[src/rtl/spi_word_slave.sv]
// -----------------------------------------------------------------------------
// spi_word_slave
//
// SPI slave running entirely in the system clock domain. SCK, SSEL and MOSI are
// oversampled through two-flop synchronisers plus one edge-detect stage. All
// four CPOL/CPHA modes, any word width >= 2 and either bit order are handled
// by parameters. Back-to-back words inside one SSEL frame are supported.
// Received words are offered on a valid/ready port. Transmit words are staged
// in a single-entry holding buffer.
//
// Parameters
//   WIDTH      word length in bits (>= 2)
//   CPOL       SCK idle level
//   CPHA       0: sample on leading edge, 1: sample on trailing edge
//   MSB_FIRST  1: MSB first on both lines, 0: LSB first
//
// Ports
//   clk, rst_n          system clock, asynchronous active-low reset
//   sck, ssel, mosi     raw SPI pins (asynchronous to clk)
//   miso, miso_oe       slave data out and its tri-state enable
//   rx_data/rx_valid/rx_ready   received word, valid/ready handshake
//   tx_data/tx_valid/tx_ready   next word to send, valid/ready handshake
//   busy                synchronised SSEL is active
//
// Optional feature (macro SPI_SLAVE_STATUS_EN)
//   rx_overrun   sticky: a word completed while rx_valid=1 and rx_ready=0
//   tx_underrun  sticky: a load event found the holding buffer empty
//   status_clr   clears both flags; a set in the same cycle wins
// -----------------------------------------------------------------------------
module spi_word_slave #(
    parameter int WIDTH     = 8,
    parameter bit CPOL      = 1'b0,
    parameter bit CPHA      = 1'b0,
    parameter bit MSB_FIRST = 1'b1
) (
    input  logic             clk,
    input  logic             rst_n,
    input  logic             sck,
    input  logic             ssel,
    input  logic             mosi,
    output logic             miso,
    output logic             miso_oe,
    output logic [WIDTH-1:0] rx_data,
    output logic             rx_valid,
    input  logic             rx_ready,
    input  logic [WIDTH-1:0] tx_data,
    input  logic             tx_valid,
    output logic             tx_ready,
    output logic             busy
`ifdef SPI_SLAVE_STATUS_EN
    ,
    output logic             rx_overrun,
    output logic             tx_underrun,
    input  logic             status_clr
`endif
);

    localparam int              CW       = $clog2(WIDTH);
    localparam logic [CW-1:0]   LAST_BIT = CW'(WIDTH - 1);

    // Synchroniser and edge-detect stages
    logic sck_meta_q,  sck_sync_q,  sck_prev_q;
    logic ssel_meta_q, ssel_sync_q, ssel_prev_q;
    logic mosi_meta_q, mosi_sync_q;

    // Datapath state
    logic [CW-1:0]    bitcnt_q,   bitcnt_d;
    logic [WIDTH-1:0] rx_shift_q, rx_shift_d;
    logic [WIDTH-1:0] rx_data_q,  rx_data_d;
    logic             rx_valid_q, rx_valid_d;
    logic             word_seen_q, word_seen_d;
    logic [WIDTH-1:0] tx_shift_q, tx_shift_d;
    logic [WIDTH-1:0] tx_buf_q,   tx_buf_d;
    logic             tx_empty_q, tx_empty_d;
    logic             busy_q;

    // Decoded events
    logic sck_rise_s, sck_fall_s, lead_s, trail_s;
    logic active_s, ssel_assert_s, ssel_release_s;
    logic sample_s, shift_s, load_s, word_done_s, underrun_s, accept_s;

    // Two-flop synchronisers followed by one edge-detect register. SCK flops
    // reset to the idle level and SSEL flops to inactive so reset release
    // cannot fake an edge or a frame start. MOSI shares the SCK depth so the
    // sampled bit stays aligned with the detected edge.
    always_ff @(posedge clk or negedge rst_n) begin
        if (!rst_n) begin
            sck_meta_q  <= CPOL;
            sck_sync_q  <= CPOL;
            sck_prev_q  <= CPOL;
            ssel_meta_q <= 1'b1;
            ssel_sync_q <= 1'b1;
            ssel_prev_q <= 1'b1;
            mosi_meta_q <= 1'b0;
            mosi_sync_q <= 1'b0;
        end else begin
            sck_meta_q  <= sck;
            sck_sync_q  <= sck_meta_q;
            sck_prev_q  <= sck_sync_q;
            ssel_meta_q <= ssel;
            ssel_sync_q <= ssel_meta_q;
            ssel_prev_q <= ssel_sync_q;
            mosi_meta_q <= mosi;
            mosi_sync_q <= mosi_meta_q;
        end
    end

    // Edge classification: leading/trailing from CPOL, sample/shift from CPHA
    always_comb begin
        sck_rise_s     = sck_sync_q & ~sck_prev_q;
        sck_fall_s     = ~sck_sync_q & sck_prev_q;
        lead_s         = CPOL ? sck_fall_s : sck_rise_s;
        trail_s        = CPOL ? sck_rise_s : sck_fall_s;
        active_s       = ~ssel_sync_q;
        ssel_assert_s  = ssel_prev_q & ~ssel_sync_q;
        ssel_release_s = ~ssel_prev_q & ssel_sync_q;
        sample_s       = active_s & (CPHA ? trail_s : lead_s);
        shift_s        = active_s & (CPHA ? lead_s : trail_s);
        // With CPHA=0 the first bit must already be on MISO before the first
        // edge, so the first word loads at frame start. Later words load on
        // the shift edge that follows a completed word.
        if (CPHA) begin
            load_s = shift_s & (bitcnt_q == {CW{1'b0}});
        end else begin
            load_s = ssel_assert_s
                   | (shift_s & (bitcnt_q == {CW{1'b0}}) & word_seen_q);
        end
    end

    // Receive path: shift register, bit counter, word completion, rx handshake
    always_comb begin
        bitcnt_d    = bitcnt_q;
        rx_shift_d  = rx_shift_q;
        rx_data_d   = rx_data_q;
        word_seen_d = word_seen_q;
        word_done_s = 1'b0;
        if (ssel_release_s || ssel_assert_s) begin
            // Frame boundary: any partial word is dropped
            bitcnt_d    = {CW{1'b0}};
            rx_shift_d  = {WIDTH{1'b0}};
            word_seen_d = 1'b0;
        end else if (sample_s) begin
            if (MSB_FIRST) begin
                rx_shift_d = {rx_shift_q[WIDTH-2:0], mosi_sync_q};
            end else begin
                rx_shift_d = {mosi_sync_q, rx_shift_q[WIDTH-1:1]};
            end
            if (bitcnt_q == LAST_BIT) begin
                bitcnt_d    = {CW{1'b0}};
                rx_data_d   = rx_shift_d;
                word_done_s = 1'b1;
                word_seen_d = 1'b1;
            end else begin
                bitcnt_d = bitcnt_q + CW'(1'b1);
            end
        end else begin
            bitcnt_d = bitcnt_q;
        end
        // A completion wins over a consume in the same cycle
        if (word_done_s) begin
            rx_valid_d = 1'b1;
        end else if (rx_valid_q && rx_ready) begin
            rx_valid_d = 1'b0;
        end else begin
            rx_valid_d = rx_valid_q;
        end
    end

    // Transmit path: load/shift of the tx register and the holding buffer
    always_comb begin
        tx_shift_d = tx_shift_q;
        tx_buf_d   = tx_buf_q;
        tx_empty_d = tx_empty_q;
        underrun_s = 1'b0;
        accept_s   = tx_valid & tx_empty_q;
        if (load_s) begin
            if (!tx_empty_q) begin
                tx_shift_d = tx_buf_q;
                tx_empty_d = 1'b1;
            end else begin
                tx_shift_d = {WIDTH{1'b0}};
                underrun_s = 1'b1;
            end
        end else if (shift_s) begin
            if (MSB_FIRST) begin
                tx_shift_d = {tx_shift_q[WIDTH-2:0], 1'b0};
            end else begin
                tx_shift_d = {1'b0, tx_shift_q[WIDTH-1:1]};
            end
        end else begin
            tx_shift_d = tx_shift_q;
        end
        // The handshake uses the pre-load buffer state, so a word offered in
        // the load cycle is kept for the following word, never bypassed.
        if (accept_s) begin
            tx_buf_d   = tx_data;
            tx_empty_d = 1'b0;
        end else begin
            tx_buf_d = tx_buf_q;
        end
    end

    // Datapath state registers
    always_ff @(posedge clk or negedge rst_n) begin
        if (!rst_n) begin
            bitcnt_q    <= {CW{1'b0}};
            rx_shift_q  <= {WIDTH{1'b0}};
            rx_data_q   <= {WIDTH{1'b0}};
            rx_valid_q  <= 1'b0;
            word_seen_q <= 1'b0;
            tx_shift_q  <= {WIDTH{1'b0}};
            tx_buf_q    <= {WIDTH{1'b0}};
            tx_empty_q  <= 1'b1;
            busy_q      <= 1'b0;
        end else begin
            bitcnt_q    <= bitcnt_d;
            rx_shift_q  <= rx_shift_d;
            rx_data_q   <= rx_data_d;
            rx_valid_q  <= rx_valid_d;
            word_seen_q <= word_seen_d;
            tx_shift_q  <= tx_shift_d;
            tx_buf_q    <= tx_buf_d;
            tx_empty_q  <= tx_empty_d;
            busy_q      <= active_s;
        end
    end

    assign miso     = MSB_FIRST ? tx_shift_q[WIDTH-1] : tx_shift_q[0];
    assign miso_oe  = busy_q;
    assign busy     = busy_q;
    assign rx_data  = rx_data_q;
    assign rx_valid = rx_valid_q;
    assign tx_ready = tx_empty_q;

`ifdef SPI_SLAVE_STATUS_EN
    logic rx_overrun_q;
    logic tx_underrun_q;
    logic overrun_s;

    assign overrun_s = word_done_s & rx_valid_q & ~rx_ready;

    // Sticky status flags; a set event takes priority over status_clr
    always_ff @(posedge clk or negedge rst_n) begin
        if (!rst_n) begin
            rx_overrun_q  <= 1'b0;
            tx_underrun_q <= 1'b0;
        end else begin
            if (overrun_s) begin
                rx_overrun_q <= 1'b1;
            end else if (status_clr) begin
                rx_overrun_q <= 1'b0;
            end else begin
                rx_overrun_q <= rx_overrun_q;
            end
            if (underrun_s) begin
                tx_underrun_q <= 1'b1;
            end else if (status_clr) begin
                tx_underrun_q <= 1'b0;
            end else begin
                tx_underrun_q <= tx_underrun_q;
            end
        end
    end

    assign rx_overrun  = rx_overrun_q;
    assign tx_underrun = tx_underrun_q;
`endif

endmodule

[config.mk]
export PLATFORM = sky130hd
export DESIGN_NAME = spi_word_slave
export DESIGN_NICKNAME = d
export VERILOG_FILES = /design/src/rtl/spi_word_slave.sv
export SDC_FILE = /design/constraint.sdc
export NUM_CORES = 1
export LEC_CHECK = 0
export BUFFER_PORTS_ARGS = -buffer_cell sky130_fd_sc_hd__buf_2
export CAP_MARGIN = 25
export CORE_MARGIN = 5
export CORE_UTILIZATION = 55
export DETAILED_ROUTE_END_ITERATION = 16
export PLACE_DENSITY_LB_ADDON = 0.15
export SLEW_MARGIN = 25
export SYNTH_ARGS = -nofsm -noshare
export SYNTH_HDL_FRONTEND = slang
export SYNTH_SLANG_ARGS = --single-unit
[constraint.sdc]
create_clock -name clk -period 2.56 [get_ports clk]
set_input_delay 0.768 -clock clk [delete_from_list [all_inputs] [get_ports clk]]
set_output_delay 0.768 -clock clk [all_outputs]
set_load 0.005 [all_outputs]
# Word-level counts from Yosys, hierarchy flattened
# Cells that the tools add are included.
dict set report totals {
  regBits 46
  latchBits 0
  mem_bits_rw 0
  rom_bits 0
  input_bits 15
  output_inout_bits 13
  word_cells 62
  n_memories 0
}
dict set report classes {
  add_sub_neg 1
  n_mul 0
  div_mod_pow 0
  order_cmp 0
  n_eq_ne 1
  shift 0
  n_mux 18
  bitwise 15
  reduce_logical 10
}
# op count
set ops {}
lappend ops {{8-bit two-way mux} 3}
lappend ops {{7-bit two-way mux} 2}
lappend ops {{1-bit two-way mux} 10}
lappend ops {{2-bit nonzero test} 5}
lappend ops {{1-bit AND} 9}
lappend ops {{3-bit two-way mux} 3}
lappend ops {{1-bit NOT} 5}
lappend ops {{3-bit by 1-bit adder with 3-bit output (second input constant)} 1}
lappend ops {{3-bit == test (second input constant)} 1}
lappend ops {{3-bit logical NOT} 1}
lappend ops {{3-bit AND reduction} 1}
lappend ops {{2-bit AND reduction} 1}
lappend ops {{1-bit logical AND} 1}
lappend ops {{1-bit logical OR} 1}
lappend ops {{1-bit bitwise OR} 1}

# Longest topological paths before layout
dict set report logic_depth {
  ltp_word 8
  mapped_depth 6
  depth_no_buf 5
}

# Worst setup path before layout
# No wires, ideal clock.
dict set report synth_path {
  path_kind {register to register}
  from {reg ssel_sync_q}
  to {reg rx_data_q[0] (netlist: rx_data[0])}
  t_arrival_ps 1589
  t_required_ps 2435
  slack_ps 846
  stages_incl_launch_ff 6
  path_buffers 0
  period_less_slack_ps 1714
  cell_sequence {dfstp_2 inv_1 ha_1 and4bb_2 nand2_4 mux2_4}
}
dict set report synth_via {
  elab_chain_len 5
  elab_cells_between_ends 7
  cone_classes {5 x bitwise; 2 x reduce/logical}
}
# item line
set synth_rtl {}
lappend synth_rtl {{start, declared} 63} ;# logic ssel_meta_q, ssel_sync_q, ssel_prev_q;
lappend synth_rtl {{start signal, assigned} 101} ;# ssel_sync_q <= ssel_meta_q;
lappend synth_rtl {{1-bit NOT *} 114} ;# active_s = ~ssel_sync_q;
lappend synth_rtl {{net active_s} 79} ;# logic active_s, ssel_assert_s, ssel_release_s;
lappend synth_rtl {{1-bit AND} 115} ;# ssel_assert_s = ssel_prev_q & ~ssel_sync_q;
lappend synth_rtl {{1-bit logical OR} 137} ;# if (ssel_release_s || ssel_assert_s) begin
lappend synth_rtl {{1-bit NOT (no source line)} --}
lappend synth_rtl {{3-bit AND reduction (no source line) *} --}
lappend synth_rtl {{end signal, assigned} 208} ;# rx_data_q <= {WIDTH{1'b0}};
lappend synth_rtl {{end signal, assigned} 218} ;# rx_data_q <= rx_data_d;
lappend synth_rtl {{end, declared} 69} ;# logic [WIDTH-1:0] rx_data_q, rx_data_d;
# The timed path passes the listed nets; every way through them passes the cells marked *.
# A chain may end at the register's enable or synchronous reset.

# Final worst setup path
dict set report layout_path {
  from {reg ssel_sync_q}
  to {reg rx_data_q[1] (netlist: rx_data[1])}
}
# Same word-level chain as after synthesis.

==> key figures <==
Placed design
  • Post-Place Worst Slack: 582.6 ps
  • PortBufs: 27
  • GP Congestion: 0.7249
  • DP Wirelength: 2.287 mm

Pwr
  • Comb pwr share: 0.120
  • Pleak: 1.047 nW
  • Peak VDD IR: between 0.4 and 0.5 mV
  • Flop pwr share: 0.629
  • Clock Power Share: 0.250
  • Switching pwr: 345.1 µW
  • Switching power share of the total: 0.2589
  • Power Dens Cells: 624.5 nW/µm²
  • Internal Pwr Total: 987.9 µW
  • Final Power: 1.333 mW

Layout
  • Fin nets: 187
  • Layout cells sized above 1: 0.3195
  • Utilization after layout: 0.6397
  • Area Overhead vs Synth: 11.94%
  • Number of diodes: 0
  • Fill count: 271

Critical path
  • Startpoint Class: register
  • WS Path Type: register to register
  • RR Startpoint: ssel_sync_q
  • Worst path bufs/invs: 1
  • Crit-path max cell delay: 600 ps
  • CP endpoint kind: register
  • Worst path cell trace: inv_1 -> ha_1 -> and4bb_2 -> nand2_4 -> mux2_4
  • Worst path arrival time: about 2300 ps
  • Max stage delay cell, worst path: dfstp_2
  • CP required: 2800 ps
  • Reg2reg path depth: 5
  • CP top delay family: flip-flops
  • Critical path depth: 5
  • CP max FO: 11
  • Reg2Reg Setup Slack: 550 ps
  • Worst r2r dst: rx_data[1]

Timing
  • Setup repair after global routing missed its margin: no
  • Min cycle time layout: 2007 ps
  • Final setup margin: 553.0 ps
  • Hold Fails Final Rpt: 0
  • Final setup TNS: 0 ps
  • Final setup viols: 0
  • FMAX: between 0.4 and 0.5 GHz
  • Worst-Margin Slew: 621.0 ps
  • Tcrit/Tclk final: 0.7840
  • Clock skew: 11.97 ps
  • Max-slew violations: 0
  • Slew HR: 0.5860

Global routing
  • Antenna violations before repair: 0
  • Remaining Overflow, GRT: 0
  • Total GRT Usage: 0.1596
  • First-pass GRT wire length: roughly 5.5 mm
  • Largest net degree at the start of global routing: 25
  • Vias in the first global route: ~1200

Clock tree
  • CTS Buf Count: 5
  • Maximum clock insertion buffer count: 2
  • Post-CTS setup buffer count: 0
  • H-tree lvl count: 2
  • Clock transition at path regs: 130 ps
  • Hold-fix buffers at CTS: 0
  • TritonCTS clock tree: yes
  • CTS root buffer: clkbuf_4
  • PostCTS Resize Cnt: 0
  • CTS sink cnt: 46
  • Clk Latency, worst-skew pair: between 300 and 400 ps

Die
  • # IOs: 28
  • Core area: 3337 µm²
  • Rows: 21
  • Chip Height: slightly below 70 µm
  • Die X: 68.88 µm
  • Total die area: 4744 µm²
  • Initial core utilization: 0.5714

Job
  • Max-Cap Viols: 0

Detailed routing
  • Via count: 1150
  • Remaining antenna violation count: 0
  • WL final: about 3.1 mm
  • Routed len/inst: about 15 µm
  • Via density: around 5.3
  • Residual DRC: 0
  • DR iter-0 viols: 102
  • TritonRoute pass-1 iters: 4

Logic synthesis
  • Synthesized instance count: 140
  • Syn nets: 159
  • Ys Warns: 0
  • Proportion of synthesized chip area in sequential cells: 0.6063
  • Synth Area per Inst: 13.62 µm²
  • Post-synthesis register bit count: 46
  • Count of cell types in the netlist: 30
  • Cell Area, Synth: 1907 µm²

Hold path
  • WHS Endpoint: mosi_sync_q
  • Hold Path Origin: mosi_meta_q
  • Worst min path class: register to register
  • Hold-critical path depth: 0

Status
  • Outcome: completed
-- power by group through the flow --
stage | registers (mW) | logic, mW | clock network [mW]
after floorplan | 0.838 | 0.117 | 0
after global placement | 0.851 | 0.157 | 0
after detailed placement | 0.854 | 0.164 | 0
after CTS | 0.839 | 0.165 | 0.349
after global routing | 0.849 | 0.185 | 0.385
final | 0.839 | 0.161 | 0.334
-- cells in the final DEF, fill, tap and decap left out --
| cell | count |
|---|---|
| a21boi_2 | 1 |
| a21oi_1 | 1 |
| a22o_1 | 10 |
| a31oi_1 | 7 |
| and3b_1 | 1 |
| and4bb_2 | 1 |
| buf_12 | 1 |
| buf_2 | 27 |
| clkbuf_4 | 5 |
| clkinv_2 | 1 |
| clkinv_4 | 1 |
| clkinvlp_4 | 1 |
| dfrtp_1 | 42 |
| dfstp_2 | 4 |
| ha_1 | 4 |
| inv_1 | 6 |
| mux2_1 | 8 |
| mux2_4 | 8 |
| mux2i_1 | 1 |
| nand2_1 | 2 |
| nand2_2 | 1 |
| nand2_4 | 1 |
| nand3b_1 | 7 |
| nor2_1 | 2 |
| nor2b_1 | 7 |
| nor3_1 | 7 |
| nor3b_2 | 1 |
| o21ai_0 | 7 |
| o21ai_1 | 1 |
| o32ai_2 | 1 |
| or2_1 | 1 |
| or3_1 | 1 |
-- cells in the mapped netlist, drive strengths merged --
cell type	count	area, µm²
a21boi	1	11.26
a21oi	1	5.000
a22o	10	87.58
a31oi	7	43.79
and3b	1	8.760
and4bb	1	12.51
buf	5	36.28
clkbuf	2	7.510
dfrtp	42	1051
dfstp	4	105.1
ha	4	50.05
inv	6	22.52
mux2	16	210.2
mux2i	1	10.01
nand2	4	25.03
nand3b	7	52.55
nor2	2	7.510
nor2b	7	43.79
nor3	7	35.03
nor3b	1	12.51
o21ai	8	40.03
o32ai	1	16.27
or2	1	6.260
or3	1	6.260
-- area by class of cell --
cell class,instances,area [µm²],area share
multi-input cells,81,684.4,0.3206
flip-flops and latches,46,1156,0.5416
clock buffers,5,37.54,0.01758
inverters,6,22.52,0.01055
well taps,46,57.56,0.02696
clock inverters,3,21.27,0.009965
repair buffers,28,155.1,0.07268
-- worst max-delay path by stage --
| stage | to | slack (ps) | from |
|---|---|---|---|
| global placement | rx_data[4] | 650 | ssel_sync_q |
| detailed placement | rx_data[1] | 580 | ssel_sync_q |
| global route | rx_data[1] | 440 | ssel_sync_q |
| CTS | rx_data[1] | 550 | ssel_sync_q |
| floorplan | rx_data[0] | 850 | ssel_sync_q |
| finish | rx_data[1] | 550 | ssel_sync_q |
-- sequential cells by signal, indices dropped and copies added (netlist names), 3 cells and up --
name        cells
bitcnt_q        3
tx_shift_q      8
rx_data         8
rx_shift_q      7
tx_buf_q        8
-- logic make-up (layout without fill, tap and decap cells) --
kind of cell / Yosys count / in the layout / synth area share
compound gates: 28 / 28 / 0.1069
fa+ha+maj: 4 / 4 / 0.02625
buf+inv: 13 / 42 / 0.03478
flops: 46 / 46 / 0.6063
mux: 17 / 17 / 0.1155
simple gates: 32 / 32 / 0.1102
-- metal layers --
layer | track usage | part of all wire | vias to the layer above
li1 | - | - | 560
met1 | 0.2200 | 0.50 | 564
met2 | 0.2417 | 0.45 | 21
met3 | 0.03890 | 0.037 | 5
met4 | 0.06569 | 0.014 | 0
met5 | 0 | 0 | -
-- metrics by stage --
| step | instances | area, µm² | hold WS [ps] |
|---|---|---|---|
| 5_1_grt | 215 | 2135 | 375.2 |
| 2_1_floorplan | 140 | 1907 | 331.2 |
| 3_3_place_gp | 207 | 2076 | 337.4 |
| 6_report | 215 | 2135 | 364.6 |
| 3_5_place_dp | 207 | 2076 | 335.5 |
| 4_1_cts | 215 | 2135 | 366.8 |
Power figures use the tool's default switching activity.
